$ cat config.mk
export PLATFORM = sky130hd
export DESIGN_NAME = lenet_run_ctrl_flat
export DESIGN_NICKNAME = d
export VERILOG_FILES = /design/src/rtl/lenet_run_ctrl_if.sv /design/src/rtl/lenet_run_ctrl.sv /design/src/flat_wrapper.sv
export SDC_FILE = /design/constraint.sdc
export NUM_CORES = 1
export LEC_CHECK = 0
export ABC_AREA = 1
export CAP_MARGIN = 20
export CORE_AREA = 3 3 124 126
export DETAILED_ROUTE_END_ITERATION = 6
export DIE_AREA = 0 0 127 129
export PLACE_DENSITY_LB_ADDON = 0.3
export SYNTH_ARGS = -nofsm -noshare
export SYNTH_HDL_FRONTEND = slang
export SYNTH_SLANG_ARGS = --single-unit
$ cat constraint.sdc
create_clock -name clk -period 6.55 [get_ports clk]
set_clock_uncertainty 0.1 [all_clocks]
set_input_delay 0.9825 -clock clk [delete_from_list [all_inputs] [get_ports clk]]
set_output_delay 0.9825 -clock clk [all_outputs]
set_load 0.02 [all_outputs]
$ cat src/rtl/lenet_run_ctrl_if.sv
// Control/status bundle between the LeNet run sequencer and its host/core side.
// The master drives launch requests and core strobes; the slave is the sequencer.
interface lenet_run_ctrl_if #(
    parameter int RUN_W = 16,
    parameter int LAT_W = 32
);
    logic             go;
    logic [RUN_W-1:0] num_runs;
    logic             core_done;
    logic             startt_valid;
    logic             stopt_valid;
    logic             ap_start;
    logic             busy;
    logic [RUN_W-1:0] run_idx;
    logic             lat_valid;
    logic [LAT_W-1:0] lat_cycles;
    logic             done_all;
    logic             err_timeout;

    modport master (
        output go, num_runs, core_done, startt_valid, stopt_valid,
        input  ap_start, busy, run_idx, lat_valid, lat_cycles, done_all, err_timeout
    );

    modport slave (
        input  go, num_runs, core_done, startt_valid, stopt_valid,
        output ap_start, busy, run_idx, lat_valid, lat_cycles, done_all, err_timeout
    );
endinterface

$ cat src/rtl/lenet_run_ctrl.sv
// Sequences N back-to-back ap_ctrl_hs inferences with a watchdog and measures startt->stopt latency.
// All outputs registered (1-cycle latency); go is ignored while busy, no other backpressure.
module lenet_run_ctrl #(
    parameter int          RUN_W   = 16,
    parameter int          LAT_W   = 32,
    parameter logic [23:0] TIMEOUT = 24'hFF_FFFF
) (
    input  logic            clk,
    input  logic            ap_rst,
    lenet_run_ctrl_if.slave io_ctrl
);
    typedef enum logic [1:0] {S_IDLE, S_START, S_WAIT, S_GAP} state_t;

    state_t           r_state, w_state_nxt;
    logic [RUN_W-1:0] r_count, w_count_nxt;
    logic [RUN_W-1:0] r_run_idx, w_run_idx_nxt;
    logic [23:0]      r_wdog, w_wdog_nxt;
    logic             r_ap_start, w_ap_start_nxt;
    logic             r_busy;
    logic             r_done_all, w_done_all_nxt;
    logic             r_err, w_err_nxt;
    logic             w_last;

    logic             r_armed;
    logic [LAT_W-1:0] r_lat_cnt, r_lat_cycles, w_lat_inc;
    logic             r_lat_valid;

    assign w_last = (r_run_idx + RUN_W'(1)) == r_count;

    always_ff @(posedge clk) begin
        if (ap_rst) begin
            r_state    <= S_IDLE;
            r_count    <= '0;
            r_run_idx  <= '0;
            r_wdog     <= '0;
            r_ap_start <= 1'b0;
            r_busy     <= 1'b0;
            r_done_all <= 1'b0;
            r_err      <= 1'b0;
        end else begin
            r_state    <= w_state_nxt;
            r_count    <= w_count_nxt;
            r_run_idx  <= w_run_idx_nxt;
            r_wdog     <= w_wdog_nxt;
            r_ap_start <= w_ap_start_nxt;
            r_busy     <= (w_state_nxt != S_IDLE);
            r_done_all <= w_done_all_nxt;
            r_err      <= w_err_nxt;
        end
    end

    // ap_start is the registered action of the current state, so GAP and START
    // both show low after a run ends: two visible low cycles between runs.
    always_comb begin
        w_state_nxt    = r_state;
        w_count_nxt    = r_count;
        w_run_idx_nxt  = r_run_idx;
        w_wdog_nxt     = r_wdog;
        w_ap_start_nxt = 1'b0;
        w_done_all_nxt = 1'b0;
        w_err_nxt      = r_err;
        unique case (r_state)
            S_IDLE: begin
                if (io_ctrl.go) begin
                    if (io_ctrl.num_runs != '0) begin
                        w_count_nxt    = io_ctrl.num_runs;
                        w_run_idx_nxt  = '0;
                        w_err_nxt      = 1'b0;
                        w_ap_start_nxt = 1'b1;
                        w_state_nxt    = S_START;
                    end else begin
                        w_done_all_nxt = 1'b1;
                    end
                end
            end
            S_START: begin
                w_ap_start_nxt = 1'b1;
                w_wdog_nxt     = '0;
                w_state_nxt    = S_WAIT;
            end
            S_WAIT: begin
                if (io_ctrl.core_done) begin
                    if (w_last) begin
                        w_done_all_nxt = 1'b1;
                        w_state_nxt    = S_IDLE;
                    end else begin
                        w_run_idx_nxt = r_run_idx + RUN_W'(1);
                        w_state_nxt   = S_GAP;
                    end
                end else if (r_wdog == TIMEOUT - 24'd1) begin
                    w_err_nxt   = 1'b1;
                    w_state_nxt = S_IDLE;
                end else begin
                    w_wdog_nxt     = r_wdog + 24'd1;
                    w_ap_start_nxt = 1'b1;
                end
            end
            S_GAP: begin
                w_state_nxt = S_START;
            end
            default: begin
                w_state_nxt = S_IDLE;
            end
        endcase
    end

    assign w_lat_inc = (&r_lat_cnt) ? r_lat_cnt : r_lat_cnt + LAT_W'(1);

    // The latched value includes the stopt edge itself, hence the +1 on capture.
    always_ff @(posedge clk) begin
        if (ap_rst) begin
            r_armed      <= 1'b0;
            r_lat_cnt    <= '0;
            r_lat_cycles <= '0;
            r_lat_valid  <= 1'b0;
        end else begin
            r_lat_valid <= 1'b0;
            if (io_ctrl.startt_valid && io_ctrl.stopt_valid) begin
                r_lat_cnt    <= '0;
                r_lat_cycles <= '0;
                r_lat_valid  <= 1'b1;
                r_armed      <= 1'b0;
            end else if (io_ctrl.startt_valid) begin
                r_lat_cnt <= '0;
                r_armed   <= 1'b1;
            end else if (r_armed) begin
                if (io_ctrl.stopt_valid) begin
                    r_lat_cycles <= w_lat_inc;
                    r_lat_valid  <= 1'b1;
                    r_armed      <= 1'b0;
                end else begin
                    r_lat_cnt <= w_lat_inc;
                end
            end
        end
    end

    assign io_ctrl.ap_start    = r_ap_start;
    assign io_ctrl.busy        = r_busy;
    assign io_ctrl.run_idx     = r_run_idx;
    assign io_ctrl.done_all    = r_done_all;
    assign io_ctrl.err_timeout = r_err;
    assign io_ctrl.lat_valid   = r_lat_valid;
    assign io_ctrl.lat_cycles  = r_lat_cycles;
endmodule

$ cat src/flat_wrapper.sv
// flat-port wrapper written by rule: the top's interface ports become plain ports
module lenet_run_ctrl_flat 
#(
    parameter int          RUN_W   = 16,
    parameter int          LAT_W   = 32,
    parameter logic [23:0] TIMEOUT = 24'hFF_FFFF
)
  (clk, ap_rst, io_ctrl_go, io_ctrl_num_runs, io_ctrl_core_done, io_ctrl_startt_valid, io_ctrl_stopt_valid, io_ctrl_ap_start, io_ctrl_busy, io_ctrl_run_idx, io_ctrl_lat_valid, io_ctrl_lat_cycles, io_ctrl_done_all, io_ctrl_err_timeout);
  lenet_run_ctrl_if #(.RUN_W(RUN_W), .LAT_W(LAT_W)) io_ctrl_i ();
  input  logic clk;
  input  logic ap_rst;
  input wire logic [$bits(io_ctrl_i.go)-1:0] io_ctrl_go;
  input wire logic [$bits(io_ctrl_i.num_runs)-1:0] io_ctrl_num_runs;
  input wire logic [$bits(io_ctrl_i.core_done)-1:0] io_ctrl_core_done;
  input wire logic [$bits(io_ctrl_i.startt_valid)-1:0] io_ctrl_startt_valid;
  input wire logic [$bits(io_ctrl_i.stopt_valid)-1:0] io_ctrl_stopt_valid;
  output wire logic [$bits(io_ctrl_i.ap_start)-1:0] io_ctrl_ap_start;
  output wire logic [$bits(io_ctrl_i.busy)-1:0] io_ctrl_busy;
  output wire logic [$bits(io_ctrl_i.run_idx)-1:0] io_ctrl_run_idx;
  output wire logic [$bits(io_ctrl_i.lat_valid)-1:0] io_ctrl_lat_valid;
  output wire logic [$bits(io_ctrl_i.lat_cycles)-1:0] io_ctrl_lat_cycles;
  output wire logic [$bits(io_ctrl_i.done_all)-1:0] io_ctrl_done_all;
  output wire logic [$bits(io_ctrl_i.err_timeout)-1:0] io_ctrl_err_timeout;
  assign io_ctrl_i.go = io_ctrl_go;
  assign io_ctrl_i.num_runs = io_ctrl_num_runs;
  assign io_ctrl_i.core_done = io_ctrl_core_done;
  assign io_ctrl_i.startt_valid = io_ctrl_startt_valid;
  assign io_ctrl_i.stopt_valid = io_ctrl_stopt_valid;
  assign io_ctrl_ap_start = io_ctrl_i.ap_start;
  assign io_ctrl_busy = io_ctrl_i.busy;
  assign io_ctrl_run_idx = io_ctrl_i.run_idx;
  assign io_ctrl_lat_valid = io_ctrl_i.lat_valid;
  assign io_ctrl_lat_cycles = io_ctrl_i.lat_cycles;
  assign io_ctrl_done_all = io_ctrl_i.done_all;
  assign io_ctrl_err_timeout = io_ctrl_i.err_timeout;
  lenet_run_ctrl #(.RUN_W(RUN_W), .LAT_W(LAT_W), .TIMEOUT(TIMEOUT)) u_core (.clk(clk), .ap_rst(ap_rst), .io_ctrl(io_ctrl_i));
endmodule
=== Word-level counts from Yosys, hierarchy flattened ===
Index checks and enable logic that the tools add are counted.

* Register bits after elaboration: 128
* Output and inout port bits: 53
* Input port bits: 22
* Word-level logic and storage cells: 81

* Multiplexer cells: 37
* Equal/unequal tests: 12
* $add $sub $neg: 3
* Bitwise operators: 2
* Reductions and logical operators: 15

{| class="wikitable"
|+ Operators by type and width
! kind !! number
|-
| 16-bit 2-to-1 mux || 4
|-
| 24-bit 2-to-1 mux || 2
|-
| 24-bit one-hot mux with 2 select lines || 1
|-
| 32-bit by 1-bit adder with 32-bit output (second input constant) || 1
|-
| 32-bit 2-to-1 mux || 1
|-
| 16-bit one-hot mux with 2 select lines || 1
|-
| 32-bit AND reduction || 1
|-
| 24-bit by 1-bit adder with 24-bit output (second input constant) || 1
|-
| 24-bit == test (second input constant) || 1
|-
| 1-bit 2-to-1 mux || 19
|-
| 16-bit by 1-bit adder with 16-bit output (second input constant) || 1
|-
| 16-bit == test || 1
|-
| 16-bit nonzero test || 1
|-
| 2-bit 2-to-1 mux || 5
|-
| 2-bit != test (second input constant) || 5
|-
| 5-bit AND reduction || 2
|-
| 3-bit AND reduction || 3
|-
| 2-bit one-hot mux with 4 select lines || 1
|-
| 2-bit nonzero test || 3
|-
| 2-bit == test (second input constant) || 2
|-
| 2-bit by 1-bit != test with 1-bit output (second input constant) || 2
|-
| 1-bit one-hot mux with 2 select lines || 2
|-
| 1-bit one-hot mux with 3 select lines || 1
|-
| 3-bit OR reduction || 1
|-
| 6 further kinds || 7
|}

=== Depth between registers and ports, before layout ===
Gate-level depths: netlist of run 1.

* Depth in word-level cells: 6
* Mapped depth: 16
* Mapped depth without buffers: 16

=== Least setup slack after synthesis of run 1 ===
Ideal clock, no wire load.

* Kind: input port to flip-flop
* Start: input io_ctrl_num_runs[15]
* End: register u_core.r_run_idx[2], in the netlist u_core.io_ctrl.run_idx[2]
* Path slack: 4.167 ns
* Setup time: 0.116 ns
* Required time: 6.334 ns
* Buffers on the path: 1
* Arrival: 2.167 ns
* Stages on the path: 7
* Cells stage by stage: nor4_1 > nand4_1 > nand3_1 > o21ai_1 > clkbuf_1 > a21oi_1 > nor2_1

* Word-level cells in the longest chain between the ends: 3

{| class="wikitable"
|+ Ends and longest elaborated chain
! what !! line !! text
|-
| start: declaration || flat_wrapper.sv:13 || <nowiki>input wire logic [$bits(io_ctrl_i.num_runs)-1:0] io_ctrl_num_runs;</nowiki>
|-
| 16-bit nonzero test || lenet_run_ctrl.sv:65 || <nowiki>if (io_ctrl.num_runs != '0) begin</nowiki>
|-
| 2-bit by 1-bit != test with 1-bit output (no source line) || -- ||
|-
| 5-bit AND reduction (no source line) || -- ||
|-
| end signal: assignment || lenet_run_ctrl.sv:43 || <nowiki>r_run_idx <= w_run_idx_nxt;</nowiki>
|-
| end: declaration || lenet_run_ctrl.sv:16 || <nowiki>logic [RUN_W-1:0] r_run_idx, w_run_idx_nxt;</nowiki>
|}

No other way between the ends.
A chain may end at the register's enable or synchronous reset.

=== Worst setup path in the final report of run 1 ===
* Start: input io_ctrl_num_runs[3]
* End: register u_core.r_busy, in the netlist u_core.io_ctrl.busy

* Word-level cells in the longest chain between the ends: 5

{| class="wikitable"
|+ Ends and longest elaborated chain
! what !! line !! text
|-
| 16-bit nonzero test || lenet_run_ctrl.sv:65 ||
|-
| 2-bit 2-to-1 mux || lenet_run_ctrl.sv:65 ||
|-
| 2-bit 2-to-1 mux || lenet_run_ctrl.sv:64 || <nowiki>if (io_ctrl.go) begin</nowiki>
|-
| 2-bit one-hot mux with 4 select lines || lenet_run_ctrl.sv:62 || <nowiki>unique case (r_state)</nowiki>
|-
| 2-bit nonzero test || lenet_run_ctrl.sv:46 || <nowiki>r_busy <= (w_state_nxt != S_IDLE);</nowiki>
|-
| end signal: assignment || lenet_run_ctrl.sv:46 ||
|-
| end: declaration || lenet_run_ctrl.sv:19 || <nowiki>logic r_busy;</nowiki>
|}

No other way between the ends.

==> results of run 1 <==
[flip-flops by register name, summed over array words and instances (netlist names)]
signal	cells
u_core.io_ctrl.lat_cycles	32
u_core.r_lat_cnt	32
u_core.r_wdog	24
u_core.io_ctrl.run_idx	16
u_core.r_count	16
u_core.r_state	2
u_core.io_ctrl.ap_start	1
u_core.io_ctrl.busy	1
u_core.io_ctrl.done_all	1
u_core.io_ctrl.err_timeout	1
u_core.io_ctrl.lat_valid	1
u_core.r_armed	1
[critical path, cell delays in order]
cell and delay (ps):
clkdlybuf4s50_1 420, nor4_1 560, nand4_1 240, nand3_1 650, inv_1 380, nor2_1 170, nand2_1 70, nand2_1 70
nand2_1 50
[cells in the mapped netlist, drive strengths merged, types with 2 or more instances]
library cell and n:
or2 11, a21oi 61, xnor2 5, dfxtp 128, a31oi 4, o21bai 2
nand2 223, a211oi 8, nand3b 7, ha 4, nor3 28, nor4 6
o211ai 28, o21ai 68, inv 144, o221ai 2, clkbuf 27, nor2 158
buf 12, nand4 47, nand3 83, xor2 10
[per-stage QoR]
| step | utilization [%] | power (µW) | cell area [µm²] | hold WS (ps) |
|---|---|---|---|---|
| finish | 59.6 | 2120 | 8600 | 368 |
| floorplan | - | 1080 | 7150 | 344 |
| global route | 59.6 | 2210 | 8600 | 398 |
| CTS | 59.6 | 2130 | 8600 | 372 |
| global placement | 55.5 | 1180 | 8010 | 362 |
| detailed placement | 55.5 | 1190 | 8010 | 362 |
[cells by family after synthesis]
logic type,share of synthesized area (%)
xor gates and xnor gates,2.15
buffers and inverters,10.1
AOI/OAI and AO/OA,13.9
DFF,35.8
adders and majority gates,0.700
and+or+nand+nor,37.3
[layout make-up]
type,instances,area (µm²)
Multi-Input combinational cell,761,3880
Clock buffer,22,484
Sequential cell,128,2560
Clock inverter,9,108
Timing Repair Buffer,81,793
Tap cell,184,230
Inverter,145,544
Fill cell,1358,5820
[power by group]
group          switching, µW  internal (µW)
clock                    350            596
combinational            188            123
sequential              43.3            818
[worst paths after layout]
| kind | from | slack (ps) | to | cells after the start |
|---|---|---|---|---|
| min reg2reg | u_core.io_ctrl.err_timeout$_SDFFE_PP0P_ | 370 | u_core.io_ctrl.err_timeout$_SDFFE_PP0P_ | 2 |
| max | io_ctrl_num_runs[3] | 3160 | u_core.io_ctrl.busy$_SDFF_PP0_ | 9 |
| max reg2reg | u_core.io_ctrl.run_idx[0]$_SDFFE_PP0P_ | 3820 | u_core.io_ctrl.run_idx[9]$_SDFFE_PP0P_ | 14 |
| min | u_core.io_ctrl.err_timeout$_SDFFE_PP0P_ | 370 | u_core.io_ctrl.err_timeout$_SDFFE_PP0P_ | 2 |
[routing by layer]
| layer | track usage (%) | vias to the layer above | wire, µm |
|---|---|---|---|
| met2 | 39.8 | 172 | 9040 |
| met3 | 5.35 | 48 | 848 |
| met5 | 0 | - | 0 |
| li1 | - | 3682 | - |
| met1 | 29.3 | 3309 | 8400 |
| met4 | 9.91 | 0 | 576 |
==> results.py, run 1 <==
metrics = {
    "layout": {
        "mostFrequentLayoutCells": "nand2_1, nor2_1, inv_1, dfxtp_1, clkdlybuf4s50_1",
        "syn2layout_area_growth_pct": 20.3,
        "fin_cells": 1330,
        "layout_commonest_cell": "nand2_1",
        "antenna_cells": 0,
        "fin_nets": 1160,
        "drive_gt1_share_pct": 8.20,
    },
    "global_routing": {
        "antenna_found_initial": 0,
        "grt_pass1_vias": 6747,
        "grt_usage_pct": 23.6,
        "grt_pass1_wl_um": 31700,
        "grt_max_degree": 51,
        "globalRouteOverflowTotal": 0,
    },
    "placed_design": {
        "gp_congestion": 0.913,
        "place_inst": 1299,
        "dpl_worst_slack_ps": 2740,
        "port_buffers": 74,
        "dpl.hpwl_um": 13300,
    },
    "sta": {
        "setup_tns_ps": 0,
        "final_max_slew_viol_count": 0,
        "fin_crit_sh_pct": 51.8,
        "hold_violations": 0,
        "setup_ws_ps": 3160,
        "slew_headroom_pct": 44.2,
        "rsz0062_at_grt": "false",
        "min_period_ps": 3390,
        "setup_viol": 0,
        "tightest_slew_ps": 835,
        "fmax_mhz": 295,
    },
    "floorplan": {
        "num_rows": 44,
        "io_pins": 75,
        "dieHeight_um": 129,
        "die_area_um2": 16400,
        "die_x_um": 127,
        "initial_core_util_pct": 49.6,
        "fp.coreArea_um2": 14400,
    },
    "power": {
        "p_leak_uw": 0.00347,
        "power.density_nw_per_um2": 246,
        "vdd_drop_max_mv": 0.168,
    },
    "yosys": {
        "synth-edff-count": 0,
        "synth_top_flop_cell": "dfxtp_1",
        "synth_warnings": 0,
        "ys_seq_area_share_pct": 35.8,
        "syn_inst": 1073,
        "synth_cell_types": 40,
        "avgSynthCellArea_um2": 6.66,
        "yosysTopAreaCellShare_pct": 35.8,
        "async_flop_share_pct": 0,
        "yosysTopAreaCell": "dfxtp_1",
        "ys_top_cells_by_area": "dfxtp_1, nand2_1, nor2_1",
        "synth_fp_nets": 1099,
        "netlist_area_um2": 7150,
        "ys_seq_elements": 128,
    },
    "route": {
        "antenna_left": 0,
        "wirelength_um": 18900,
        "via_per_inst": 5.42,
        "drc_errors": 0,
        "vias": 7211,
        "first_iter_violations": 528,
        "wl_per_cell_um": 14.2,
        "first_pass_iters": 5,
    },
    "worst_hold_path": {
        "worst_hold_path_type": "reg -> reg",
    },
    "job": {
        "max-cap-violations": 0,
    },
    "critical_path": {
        "path_class": "in -> reg",
        "worstPathRequired_ps": 6760,
        "cp-start-kind": "input port",
        "cp.arrival_ps": 3600,
        "cp_max_fo": 26,
        "crit_path_end_kind": "register",
    },
    "cts": {
        "cts-hold-fix-buffers": 0,
        "cts_tree": "done",
        "cts.sinks": 128,
        "cts_setup_buffers": 0,
        "cts_resized": 0,
        "clockBufferDepth": 2,
        "path_clk_slew_ps": 60,
        "cts_root_buf": "clkbuf_16",
        "htree_levels": 4,
        "clk_latency_ps": 420,
        "cts_buffers": 17,
    },
    "outcome": {
        "run_status": "completed",
    },
}
Power figures use the tool's default switching activity.
==> run 2: changes to the inputs <==
==> constraint.sdc (replaced) <==
create_clock -name clk -period 3.05 [get_ports clk]
set_clock_uncertainty 0.1 [all_clocks]
set_input_delay 0.4575 -clock clk [delete_from_list [all_inputs] [get_ports clk]]
set_output_delay 0.4575 -clock clk [all_outputs]
set_load 0.02 [all_outputs]
==> run 2 against run 1 <==
Compared with the run above:
- global-route usage hardly changed
- hold slack worse by 8.3 ps
- sequential power is 110% higher
- clock power is 120% higher
- first-iteration DRC count is 23% higher
- sequential share of layout area is 0.23 points lower
- count of clock-buffer cells in the layout stayed put
- non-clock buffer count is 5 higher
- flip-flop and latch count stayed put
- critical path depth is 5 higher
- wire length is 0.71% higher
- die area stayed put
- critical endpoint is now u_core.io_ctrl.run_idx[12]$_SDFFE_PP0P_
- largest cell class unchanged
- largest power group unchanged
- highest routed layer unchanged
==> results.py, run 2 (same netlist as run 1, synthesis figures left out) <==
metrics = {
    "critical_path": {
        "critPathTopFamily": "simple AND/OR/NAND/NOR gates",
        "crit_buf_inv": 0,
        "path_class": "reg -> reg",
        "crit_top_cell": "nand2_1",
        "worstPathRequired_ps": 3250,
        "max_stage_delay_ps": 450,
        "cp_max_fo": 32,
        "reg2regPathDepth": 14,
        "r2r_start": "u_core.io_ctrl.run_idx[0]$_SDFFE_PP0P_",
        "cp.arrival_ps": 2850,
        "crit_path_end_kind": "register",
        "cp_slowest_cell": "dfxtp_1",
        "r2r_slack_ps": 400,
        "cp-start-kind": "register",
        "timing.rr.end": "u_core.io_ctrl.run_idx[12]$_SDFFE_PP0P_",
        "crit_start": "u_core.io_ctrl.run_idx[0]$_SDFFE_PP0P_",
        "cp_cell_sequence": "ha_1, nand2_2, nor2_4, nand3_1, nand2_1, nand2_1, nand2_1, nand2_1, nor2_1, nand2_1, nor2_4, nand3_4, a21oi_1, nor2_1",
    },
    "power": {
        "total_power_uw": 4610,
        "power.density_nw_per_um2": 532,
        "p_leak_uw": 0.00352,
        "vdd_drop_max_mv": 0.414,
    },
    "layout": {
        "drive_gt1_share_pct": 8.59,
        "layout_commonest_cell": "nand2_1",
        "syn2layout_area_growth_pct": 21.2,
        "filler_cell_count": 1369,
        "antenna_cells": 0,
        "utilization_pct": 60.1,
        "fin_cells": 1336,
        "design_area_um2": 8670,
        "mostFrequentLayoutCells": "nand2_1, nor2_1, inv_1, dfxtp_1, clkdlybuf4s50_1",
        "fin_nets": 1165,
    },
    "global_routing": {
        "grt_usage_pct": 23.7,
        "grt_pass1_vias": 6759,
        "grt_max_degree": 42,
        "globalRouteOverflowTotal": 0,
        "antenna_found_initial": 0,
        "grt_pass1_wl_um": 32000,
    },
    "worst_hold_path": {
        "hold_start": "u_core.io_ctrl.err_timeout$_SDFFE_PP0P_",
        "worstHoldEndpoint": "u_core.io_ctrl.err_timeout$_SDFFE_PP0P_",
        "worst_hold_path_type": "reg -> reg",
        "whs_path_depth": 2,
    },
    "floorplan": {
        "io_pins": 75,
        "num_rows": 44,
        "initial_core_util_pct": 49.6,
        "die_area_um2": 16400,
        "dieHeight_um": 129,
        "die_x_um": 127,
        "fp.coreArea_um2": 14400,
    },
    "outcome": {
        "run_status": "completed",
    },
    "sta": {
        "fmax_mhz": 378,
        "hold_violations": 0,
        "slew_headroom_pct": 51.4,
        "min_period_ps": 2650,
        "setup_viol": 0,
        "final_max_slew_viol_count": 0,
        "tightest_slew_ps": 726,
        "fin_crit_sh_pct": 86.8,
        "rsz0062_at_grt": "false",
        "setup_tns_ps": 0,
    },
    "job": {
        "max-cap-violations": 0,
    },
    "cts": {
        "htree_levels": 4,
        "clk_latency_ps": 410,
        "cts_resized": 0,
        "cts_setup_buffers": 0,
        "cts_tree": "done",
        "path_clk_slew_ps": 50,
        "cts.sinks": 128,
        "cts-hold-fix-buffers": 0,
        "cts_buffers": 17,
        "cts_root_buf": "clkbuf_16",
        "clockBufferDepth": 2,
    },
    "route": {
        "first_iter_violations": 649,
        "vias": 7224,
        "wirelength_um": 19000,
        "antenna_left": 0,
        "first_pass_iters": 5,
        "wl_per_cell_um": 14.2,
        "via_per_inst": 5.41,
        "drc_errors": 0,
    },
    "placed_design": {
        "gp_congestion": 0.982,
        "place_inst": 1304,
        "dpl.hpwl_um": 13500,
        "placedInstanceArea_um2": 8060,
        "port_buffers": 74,
    },
}
run 2: stage by stage:
stage	setup WS (ps)	hold slack (ps)
after floorplan	799	344
after global placement	426	356
after detailed placement	418	354
after CTS	421	363
after global routing	91.2	393
final	403	360
run 2: where the power goes:
group	leakage (µW)	switching, µW	internal [µW]	total [µW]
sequential	0.00104	91.4	1760	1850
clock	0.000296	734	1340	2080
combinational	0.00218	410	271	681
run 2: worst max-delay path by stage:
| stage | to | slack (ps) | cells after the start |
|---|---|---|---|
| after floorplan | u_core.io_ctrl.run_idx[2]$_SDFFE_PP0P_ | 800 | 15 |
| after global placement | u_core.io_ctrl.run_idx[15]$_SDFFE_PP0P_ | 430 | 8 |
| after detailed placement | u_core.io_ctrl.run_idx[14]$_SDFFE_PP0P_ | 420 | 8 |
| after CTS | u_core.io_ctrl.run_idx[12]$_SDFFE_PP0P_ | 420 | 14 |
| after global routing | u_core.io_ctrl.run_idx[12]$_SDFFE_PP0P_ | 90 | 14 |
| final | u_core.io_ctrl.run_idx[12]$_SDFFE_PP0P_ | 400 | 14 |
run 2: routing by layer:
layer  GRT usage (%)  vias up  share of wire, %
li1                -     3674                 -
met1            29.8     3323                44
met2            40.5      189                49
met3            4.77       38               4.7
met4            8.08        0               2.2
met5               0        -                 0
run 2: cell type report:
cell class | instances | area [µm²] | share of cell area (%)
inverters | 145 | 544 | 6.28
flip-flops and latches | 128 | 2560 | 29.6
multi-input cells | 761 | 3880 | 44.7
well taps | 184 | 230 | 2.66
repair buffers | 86 | 843 | 9.73
clock inverters | 10 | 134 | 1.54
clock buffers | 22 | 474 | 5.47
run 2: worst min-delay path: cells and delay by family (launching register included):
kind	cells	cell delay, ps
buffers and inverters	1	50
DFF	1	310
AOI/OAI and AO/OA	1	50
